<file path="config.mk">
export PLATFORM = sky130hd
export DESIGN_NAME = reflex_core_mc
export DESIGN_NICKNAME = d
export VERILOG_FILES = /design/src/rtl/reflex_core_mc.sv
export SDC_FILE = /design/constraint.sdc
export NUM_CORES = 2
export LEC_CHECK = 0
export ABC_AREA = 1
export CORE_UTILIZATION = 35
export DETAILED_ROUTE_END_ITERATION = 8
export DONT_BUFFER_PORTS = 1
export PLACE_DENSITY = 0.5
export SLEW_MARGIN = 20
export SYNTH_ARGS = -nofsm -noshare
export SYNTH_HDL_FRONTEND = slang
export SYNTH_SLANG_ARGS = --single-unit
</file>
<file path="constraint.sdc">
create_clock -name clk -period 8.59 [get_ports clk]
set_clock_uncertainty 0.2 [all_clocks]
set_input_delay 1.2885 -clock clk [delete_from_list [all_inputs] [get_ports clk]]
set_output_delay 1.2885 -clock clk [all_outputs]
set_load 0.02 [all_outputs]
</file>
<file path="src/rtl/reflex_core_mc.sv">
// reflex_core_mc: multi-channel PD reflex controller.
//   Accepts tagged (z_pos, z_vel) samples on a valid/ready stream and returns
//   u = -(Kp*z + Kd_eff*v) >>> FRAC_BITS clamped to +/-OUT_MAX, four edges later.
//   Each channel keeps a guardian (boosted D gain) with hysteresis and a
//   release hold-off, plus a latched fault after FAULT_N boosted samples in a row.
// Ports:
//   clk, rst                       clock, synchronous active-high reset
//   s_valid/s_ready/s_ch           input stream handshake and channel tag
//   z_pos, z_vel                   signed sample
//   kp_gain, kd_gain               shared signed gains
//   vel_threshold, vel_hyst        guardian entry level and exit margin (unsigned)
//   fault_clr                      per-channel clear pulse
//   m_valid/m_ready/m_ch           output stream handshake and channel tag
//   u_out, m_sat, m_guard          result, clamp flag, boosted flag
//   guardian_active, fault         live per-channel state
module reflex_core_mc #(
    parameter int N_CH      = 4,
    parameter int DATA_W    = 16,
    parameter int GAIN_W    = 16,
    parameter int FRAC_BITS = 0,
    parameter int OUT_MAX   = 2000,
    parameter int RELEASE_N = 4,
    parameter int FAULT_N   = 16,
    localparam int CH_W     = (N_CH > 1) ? $clog2(N_CH) : 1
) (
    input  logic              clk,
    input  logic              rst,
    input  logic              s_valid,
    output logic              s_ready,
    input  logic [CH_W-1:0]   s_ch,
    input  logic [DATA_W-1:0] z_pos,
    input  logic [DATA_W-1:0] z_vel,
    input  logic [GAIN_W-1:0] kp_gain,
    input  logic [GAIN_W-1:0] kd_gain,
    input  logic [DATA_W-1:0] vel_threshold,
    input  logic [DATA_W-1:0] vel_hyst,
    input  logic [N_CH-1:0]   fault_clr,
    output logic              m_valid,
    input  logic              m_ready,
    output logic [CH_W-1:0]   m_ch,
    output logic [DATA_W-1:0] u_out,
    output logic              m_sat,
    output logic              m_guard,
    output logic [N_CH-1:0]   guardian_active,
    output logic [N_CH-1:0]   fault
);
    localparam int STAGES = 3;
    localparam int MAG_W  = DATA_W + 1;
    localparam int PP_W   = DATA_W + GAIN_W;
    localparam int PD_W   = DATA_W + GAIN_W + 1;
    localparam int SUM_W  = DATA_W + GAIN_W + 2;
    localparam int CALM_W = $clog2(RELEASE_N + 1);
    localparam int GCNT_W = $clog2(FAULT_N + 1);
    localparam logic signed [SUM_W-1:0] U_MAX = SUM_W'(OUT_MAX);
    localparam logic signed [SUM_W-1:0] U_MIN = -SUM_W'(OUT_MAX);

    // vld_pipe[0..2] = S1..S3, vld_pipe[3] = output register
    logic [STAGES:0] vld_pipe;
    logic            stall, accept;

    assign m_valid = vld_pipe[STAGES];
    assign stall   = vld_pipe[STAGES] && !m_ready;
    assign s_ready = !stall;
    assign accept  = s_valid && s_ready;

    // ---------------- per-channel guardian state ----------------
    logic [N_CH-1:0]   guard_q, fault_q;
    logic [CALM_W-1:0] calm_q [N_CH];
    logic [GCNT_W-1:0] gcnt_q [N_CH];

    assign guardian_active = guard_q;
    assign fault           = fault_q;

    logic              ch_ok;
    logic [CH_W-1:0]   ch_idx;
    logic [MAG_W-1:0]  v_mag, thr_ext, exit_ext;
    logic              cur_guard, cur_fault;
    logic [CALM_W-1:0] cur_calm, calm_nxt;
    logic [GCNT_W-1:0] cur_gcnt, gcnt_nxt;
    logic              boost, guard_nxt, fault_nxt;

    always_comb begin
        ch_ok     = 32'(s_ch) < 32'(N_CH);
        ch_idx    = ch_ok ? s_ch : '0;
        // Sign-extend before negating so -2**(DATA_W-1) has a representable magnitude.
        v_mag     = z_vel[DATA_W-1] ? (MAG_W'(0) - {1'b1, z_vel}) : {1'b0, z_vel};
        thr_ext   = {1'b0, vel_threshold};
        exit_ext  = (vel_threshold > vel_hyst) ? {1'b0, vel_threshold - vel_hyst} : '0;
        cur_guard = guard_q[ch_idx];
        cur_fault = fault_q[ch_idx];
        cur_calm  = calm_q[ch_idx];
        cur_gcnt  = gcnt_q[ch_idx];

        boost     = 1'b0;
        guard_nxt = cur_guard;
        fault_nxt = cur_fault;
        calm_nxt  = cur_calm;
        gcnt_nxt  = cur_gcnt;

        if (ch_ok) begin
            if (!cur_guard) begin
                if (v_mag > thr_ext) begin
                    guard_nxt = 1'b1;
                    calm_nxt  = '0;
                    boost     = 1'b1;
                end
            end else begin
                // The releasing sample itself is still computed boosted.
                boost = 1'b1;
                if (v_mag < exit_ext) begin
                    if (cur_calm == CALM_W'(RELEASE_N - 1)) begin
                        guard_nxt = 1'b0;
                        calm_nxt  = '0;
                    end else begin
                        calm_nxt = cur_calm + 1'b1;
                    end
                end else begin
                    calm_nxt = '0;
                end
            end

            if (boost) begin
                if (cur_gcnt != GCNT_W'(FAULT_N))
                    gcnt_nxt = cur_gcnt + 1'b1;
                if (gcnt_nxt == GCNT_W'(FAULT_N))
                    fault_nxt = 1'b1;
            end else begin
                gcnt_nxt = '0;
            end
        end
    end

    always_ff @(posedge clk) begin
        if (rst) begin
            guard_q <= '0;
            fault_q <= '0;
            for (int c = 0; c < N_CH; c++) begin
                calm_q[c] <= '0;
                gcnt_q[c] <= '0;
            end
        end else begin
            for (int c = 0; c < N_CH; c++) begin
                // Clear beats a same-cycle sample update on the channel.
                if (fault_clr[c]) begin
                    guard_q[c] <= 1'b0;
                    fault_q[c] <= 1'b0;
                    calm_q[c]  <= '0;
                    gcnt_q[c]  <= '0;
                end else if (accept && ch_ok && (32'(ch_idx) == c)) begin
                    guard_q[c] <= guard_nxt;
                    fault_q[c] <= fault_nxt;
                    calm_q[c]  <= calm_nxt;
                    gcnt_q[c]  <= gcnt_nxt;
                end
            end
        end
    end

    // ---------------- datapath ----------------
    logic [CH_W-1:0]          s1_ch, s2_ch, s3_ch;
    logic signed [DATA_W-1:0] s1_z, s1_v;
    logic signed [GAIN_W-1:0] s1_kp;
    logic signed [GAIN_W:0]   s1_kd;
    logic                     s1_boost, s2_boost, s3_boost;
    logic                     s1_zero, s2_zero, s3_zero;  // fault or bad channel: force u=0
    logic signed [PP_W-1:0]   s2_pp;
    logic signed [PD_W-1:0]   s2_pd;
    logic signed [SUM_W-1:0]  s3_sum, sum_sh;

    assign sum_sh = s3_sum >>> FRAC_BITS;

    always_ff @(posedge clk) begin
        if (!stall) begin
            // S1: capture sample, gains and guardian decision (pre-update fault state)
            s1_ch    <= s_ch;
            s1_z     <= z_pos;
            s1_v     <= z_vel;
            s1_kp    <= kp_gain;
            s1_kd    <= boost ? {kd_gain, 1'b0} : {kd_gain[GAIN_W-1], kd_gain};
            s1_boost <= boost;
            s1_zero  <= !ch_ok || cur_fault;
            // S2: full-precision products
            s2_ch    <= s1_ch;
            s2_pp    <= PP_W'(s1_z) * PP_W'(s1_kp);
            s2_pd    <= PD_W'(s1_v) * PD_W'(s1_kd);
            s2_boost <= s1_boost;
            s2_zero  <= s1_zero;
            // S3: negated sum, wide enough that nothing wraps
            s3_ch    <= s2_ch;
            s3_sum   <= -(SUM_W'(s2_pp) + SUM_W'(s2_pd));
            s3_boost <= s2_boost;
            s3_zero  <= s2_zero;
        end
    end

    always_ff @(posedge clk) begin
        if (rst) begin
            vld_pipe <= '0;
            m_ch     <= '0;
            u_out    <= '0;
            m_sat    <= 1'b0;
            m_guard  <= 1'b0;
        end else if (!stall) begin
            vld_pipe <= {vld_pipe[STAGES-1:0], accept};
            m_ch     <= s3_ch;
            m_guard  <= s3_boost;
            if (s3_zero) begin
                u_out <= '0;
                m_sat <= 1'b0;
            end else if (sum_sh > U_MAX) begin
                u_out <= DATA_W'(OUT_MAX);
                m_sat <= 1'b1;
            end else if (sum_sh < U_MIN) begin
                u_out <= DATA_W'(-OUT_MAX);
                m_sat <= 1'b1;
            end else begin
                u_out <= sum_sh[DATA_W-1:0];
                m_sat <= 1'b0;
            end
        end
    end

endmodule

</file>
Word level (Yosys, flattened, before mapping)
Memory sizes are Yosys's and may differ from the RTL's.
Cells that the tools add are included.
Word-level totals
  bits in registers: 208
  latch bits: 0
  memory bits (writable): 32
  ROM bits: 0
  bits of input ports: 106
  output and inout port bits: 30
  word-level logic and storage cells: 154
  memories: 2
Memories
  gcnt_q: depth 4, bits a word 5, read ports 1, clocked after Yosys merged registers in 0, write ports 4, line 69  | logic [GCNT_W-1:0] gcnt_q [N_CH];
  calm_q: depth 4, bits a word 3, read ports 1, clocked after Yosys merged registers in 0, write ports 4, line 68  | logic [CALM_W-1:0] calm_q [N_CH];
Operators by class
  add/sub/neg operators: 6
  multipliers: 2
  divide/modulo/power cells: 0
  order comparisons: 6
  equality and inequality tests: 6
  shifts and indexed selects: 0
  mux-type cells: 73
  bitwise operators: 16
  reductions and logical operators: 13
Operators with widths (number)
  16-bit two-way mux: 5
  5-bit two-way mux: 11
  1-bit two-way mux: 42
  3-bit two-way mux: 12
  32-bit by 33-bit adder with 34-bit output: 1
  34-bit by 12-bit > comparator with 1-bit output (second input constant): 1
  34-bit by 12-bit < comparator with 1-bit output (second input constant): 1
  34-bit negator: 1
  16-bit by 17-bit multiplier with 33-bit output: 1
  16-bit by 16-bit multiplier with 32-bit output: 1
  17-bit by 16-bit > comparator with 1-bit output: 1
  17-bit by 16-bit < comparator with 1-bit output: 1
  17-bit two-way mux: 1
  1-bit by 17-bit subtractor with 17-bit output (first input constant): 1
  16-bit > comparator: 1
  1-bit OR: 16
  16-bit subtractor: 1
  2-bit OR reduction: 4
  1-bit logical AND: 6
  5-bit by 1-bit adder with 5-bit output (second input constant): 1
  5-bit equality test (second input constant): 1
  5-bit != test (second input constant): 1
  1-bit binary-select mux with 2-bit select: 2
  2-bit equality test (second input constant): 2
  6 further kinds: 7

Depth between registers and ports, before layout
  depth in word-level cells: 10
  depth in mapped cells: 28
  gate-level depth less buffers: 26

Worst setup path after synthesis
No wires, ideal clock.
  kind: input to register
  start point: in m_ready
  end point: mem calm_q[3][0] in the netlist's numbering, enable pin
  setup time: 299 ps
  arrival time: 6715 ps
  required time: 8091 ps
  setup slack: 1376 ps
  stages: 7
  path buffers: 1
  cell sequence: nor2_2 clkinv_1 nand2_1 nor2_1 nand2_1 buf_2 nand2_1
RTL lines
  from (decl): line 39  | input logic m_ready,
  to (decl): line 68

Final worst setup path
  start point: reg s1_v[1]
  end point: reg s2_pd[29], data pin
Between the ends
  longest elaborated chain between the ends: 1
RTL lines
  from (decl): line 161  | logic signed [DATA_W-1:0] s1_z, s1_v;
  from (signal assigned): line 177  | s1_v <= z_vel;
  16-bit by 17-bit multiplier with 33-bit output: line 185  | s2_pd <= PD_W'(s1_v) * PD_W'(s1_kd);
  to (signal assigned): line 185
  to (decl): line 167  | logic signed [PD_W-1:0] s2_pd;
No other way between the ends.
A chain may end at the register's enable or synchronous reset.

==> flow_summary.json <==
{
  "worst_ep_arrival_time_ns": 6.72,
  "route.final.wire_length_mm": 88.75,
  "synth_seq_area_share": 0.2002,
  "synth_cells": 4158,
  "drt_first_iter_violations": 1407,
  "final.period_utilization": 0.7680,
  "slack_of_the_worst_reg_to_reg_path_ns": 1.99,
  "setup_viol": 0,
  "drive_gt1_frac": 0.02325,
  "reg2regPathDepth": 17,
  "max_slew_margin": 0.2690,
  "post_synthesis_cell_area_um2": 34410,
  "critical_path_sink_type": "flip-flop",
  "number_of_global_route_vias_before_repair": 26370,
  "synth_async_sr_flop_share": 0,
  "number_of_nets_in_the_finished_design": 4991,
  "postLayoutSetupSlackWorst_ns": 1.993,
  "hold_viol_final": 0,
  "final.min_clock_period_ns": 6.597,
  "cts.reportedPaths.clkPinSlew_ns": 0.06,
  "synth_warnings": 0,
  "fmax_mhz": 151.6,
  "gp_congestion": 0.9046,
  "final_core_util": 0.3777,
  "detail_route.first_pass.iterations": 9,
  "crit_type": "reg2reg",
  "antenna_violating_nets_left": 0,
  "synth_simple_gate_area_share": 0.1604,
  "cts.repair.resized": 0,
  "initial_antenna_violation_count": 1,
  "area_of_the_die_um2": 99560,
  "clock_insertion_delay_worst_skew_ns": 0.57,
  "remaining_drc_errors": 1,
  "wire_per_inst_um": 16.55,
  "mappedNetlistNets": 5086,
  "post_cts.repair.setup_buffers": 0,
  "maxSlewViolCount": 0,
  "via_count_normalized_by_instance_count": 4.654,
  "hold_path.class": "reg2reg",
  "grt_first_pass_wirelength_mm": 143.5,
  "place_hpwl_mm": 74.75,
  "synth_cell_type_count": 53,
  "hold_start": "s2_ch[1]$_DFFE_PN_",
  "violations": "DRC",
  "whs_ns": 0.2169,
  "worst-path-max-fanout": 17,
  "cts_max_level": 2,
  "worstHoldPathCells": 0,
  "rsz_0062_raised_after_global_routing": "false",
  "run_status": "complete, but fails checks",
  "clock-sinks": 240,
  "start_util": 0.3547,
  "global_route.overflow_total": 0,
  "placementRows": 114,
  "synth_compound_area_frac": 0.05422,
  "synth-edff-count": 208,
  "cts-root-buf": "sky130_fd_sc_hd__clkbuf_16",
  "placeableCoreArea_um2": 96990,
  "synth.area.mux_share": 0,
  "place_worst_setup_slack_ns": 1.994,
  "synth-adder-area-share": 0.4167,
  "via_count": 24960,
  "postSynthRegisterBits": 240,
  "io_pins": 136,
  "timing.hold.worst_endpoint": "s3_ch[1]$_DFFE_PN_",
  "dominant_combinational_cell_family_by_area_after_synthesis": "adder cells",
  "tritoncts.num_buffers": 34,
  "worst_tran_pin_value_ns": 1.086,
  "global_route.usage.total": 0.1851,
  "grt_start_max_net_pins": 68,
  "io_buffer_count": 0,
  "cts_hold_buf": 0,
  "worstSetupStartpointType": "flip-flop",
  "synth-xor-area-share": 0.02698,
  "cts_buffer_depth": 3,
  "max-cap-violations": 0,
  "floorplan.die.width_um": 315.5,
  "finalSetupTns_ns": 0,
  "critical_path.reg2reg.startpoint": "s1_v[1]$_DFFE_PN_",
  "syn_area_per_cell_um2": 8.275,
  "worst_ep_required_time_ns": 8.71,
  "fp.dieH_um": 315.5,
  "tritoncts": "yes",
  "area_growth_syn_to_layout_pct": 6.484,
  "timing.rr.end": "s2_pd[29]$_DFFE_PN_",
  "postSynth.topFlopCell": "sky130_fd_sc_hd__edfxtp_1"
}
## worst max-delay path, cell delays in order, from the launching register on
cell and delay (ns):
sky130_fd_sc_hd__edfxtp_1 0.78, sky130_fd_sc_hd__nand2_1 0.20, sky130_fd_sc_hd__inv_1 0.16, sky130_fd_sc_hd__fa_1 0.54, sky130_fd_sc_hd__fa_1 0.88, sky130_fd_sc_hd__fa_1 0.52
sky130_fd_sc_hd__fa_1 0.50, sky130_fd_sc_hd__fa_1 0.50, sky130_fd_sc_hd__inv_1 0.06, sky130_fd_sc_hd__fa_1 0.48, sky130_fd_sc_hd__inv_1 0.05, sky130_fd_sc_hd__ha_1 0.37
sky130_fd_sc_hd__a21oi_1 0.25, sky130_fd_sc_hd__o21ai_0 0.23, sky130_fd_sc_hd__a221oi_1 0.37, sky130_fd_sc_hd__nand3_1 0.13, sky130_fd_sc_hd__nand2_1 0.07, sky130_fd_sc_hd__nand2_1 0.05
## worst max path at each step
stage                            from                    endpoint  slack (ns)  cells past startpoint
4_1_cts        s1_kd[0]$_SDFFCE_PN0N_         s2_pd[25]$_DFFE_PN_        1.97                     17
5_1_grt             s1_v[1]$_DFFE_PN_         s2_pd[29]$_DFFE_PN_        1.52                     17
6_report            s1_v[1]$_DFFE_PN_         s2_pd[29]$_DFFE_PN_        1.99                     17
3_3_place_gp   s1_kd[0]$_SDFFCE_PN0N_         s2_pd[25]$_DFFE_PN_        1.85                     17
3_5_place_dp   s1_kd[0]$_SDFFCE_PN0N_         s2_pd[25]$_DFFE_PN_        1.99                     17
2_1_floorplan                 m_ready  calm_q[3][0]$_SDFFCE_PN0P_        1.38                      7
## cells by family (layout without fill, tap and decap cells)
family | Yosys count | in the layout
AOI/OAI and AO/OA | 334 | 334
xor gates and xnor gates | 106 | 106
adders and majority gates | 822 | 822
buffers and inverters | 1287 | 1215
DFF | 240 | 240
other | 0 | 1
and+or+nand+nor | 1369 | 1369
## flip-flops by register name, indices dropped and copies added, names as in the netlist, 17 cells and up
register / cells
s1_kd: 17
s2_pp: 32
s3_sum: 34
gcnt_q: 20
s2_pd: 33
## through the flow
stage / area [um^2] / cells
final: 36640 / 5363
after floorplan: 34410 / 4158
after global routing: 36640 / 5363
after detailed placement: 35500 / 5303
after CTS: 36640 / 5362
after global placement: 35500 / 5303
## layer usage
layer | global-route usage | wire length [um]
met1 | 0.2582 | 41670
met2 | 0.3000 | 40390
met3 | 0.03063 | 4770
met4 | 0.04337 | 1914
met5 | 0 | 0
## cell usage in the layout, fill, tap and decap left out, types with 37 or more instances in the layout
cell type,n
sky130_fd_sc_hd__a21oi_1,168
sky130_fd_sc_hd__edfxtp_1,208
sky130_fd_sc_hd__fa_1,540
sky130_fd_sc_hd__ha_1,282
sky130_fd_sc_hd__inv_1,1147
sky130_fd_sc_hd__nand2_1,967
sky130_fd_sc_hd__nand3_1,104
sky130_fd_sc_hd__nor2_1,194
sky130_fd_sc_hd__o21ai_0,84
sky130_fd_sc_hd__xnor2_1,37
sky130_fd_sc_hd__xor2_1,69
## cells in the mapped netlist, types with 10 or more instances
| cell type | instances | area share |
|---|---|---|
| sky130_fd_sc_hd__clkbuf_1 | 124 | 0.014 |
| sky130_fd_sc_hd__edfxtp_1 | 208 | 0.18 |
| sky130_fd_sc_hd__a21oi_1 | 168 | 0.024 |
| sky130_fd_sc_hd__o21ai_0 | 84 | 0.012 |
| sky130_fd_sc_hd__nand3_1 | 104 | 0.015 |
| sky130_fd_sc_hd__nor4_1 | 10 | 0.0018 |
| sky130_fd_sc_hd__ha_1 | 282 | 0.10 |
| sky130_fd_sc_hd__inv_1 | 1147 | 0.13 |
| sky130_fd_sc_hd__fa_1 | 540 | 0.31 |
| sky130_fd_sc_hd__nor2_1 | 194 | 0.021 |
| sky130_fd_sc_hd__nor3_1 | 25 | 0.0036 |
| sky130_fd_sc_hd__nand2_1 | 967 | 0.11 |
| sky130_fd_sc_hd__nand4_1 | 22 | 0.0040 |
| sky130_fd_sc_hd__or2_2 | 17 | 0.0031 |
| sky130_fd_sc_hd__dfxtp_1 | 32 | 0.019 |
| sky130_fd_sc_hd__a21o_1 | 14 | 0.0031 |
| sky130_fd_sc_hd__xor2_1 | 69 | 0.018 |
| sky130_fd_sc_hd__o21bai_1 | 11 | 0.0024 |
| sky130_fd_sc_hd__xnor2_1 | 37 | 0.0094 |
## layout make-up
type	count	area, um^2
Clock inverter	22	271.5
Timing Repair Buffer	5	37.54
Fill cell	10050	60360
Multi-Input combinational cell	2631	22650
Antenna cell	1	2.502
Tap cell	1276	1597
Inverter	1151	4328
Sequential cell	240	6887
Clock buffer	37	862.1
Power is left out: the tool's default activity adds up to more than one toggle a clock period on the data nets, which glitch-free logic cannot reach.
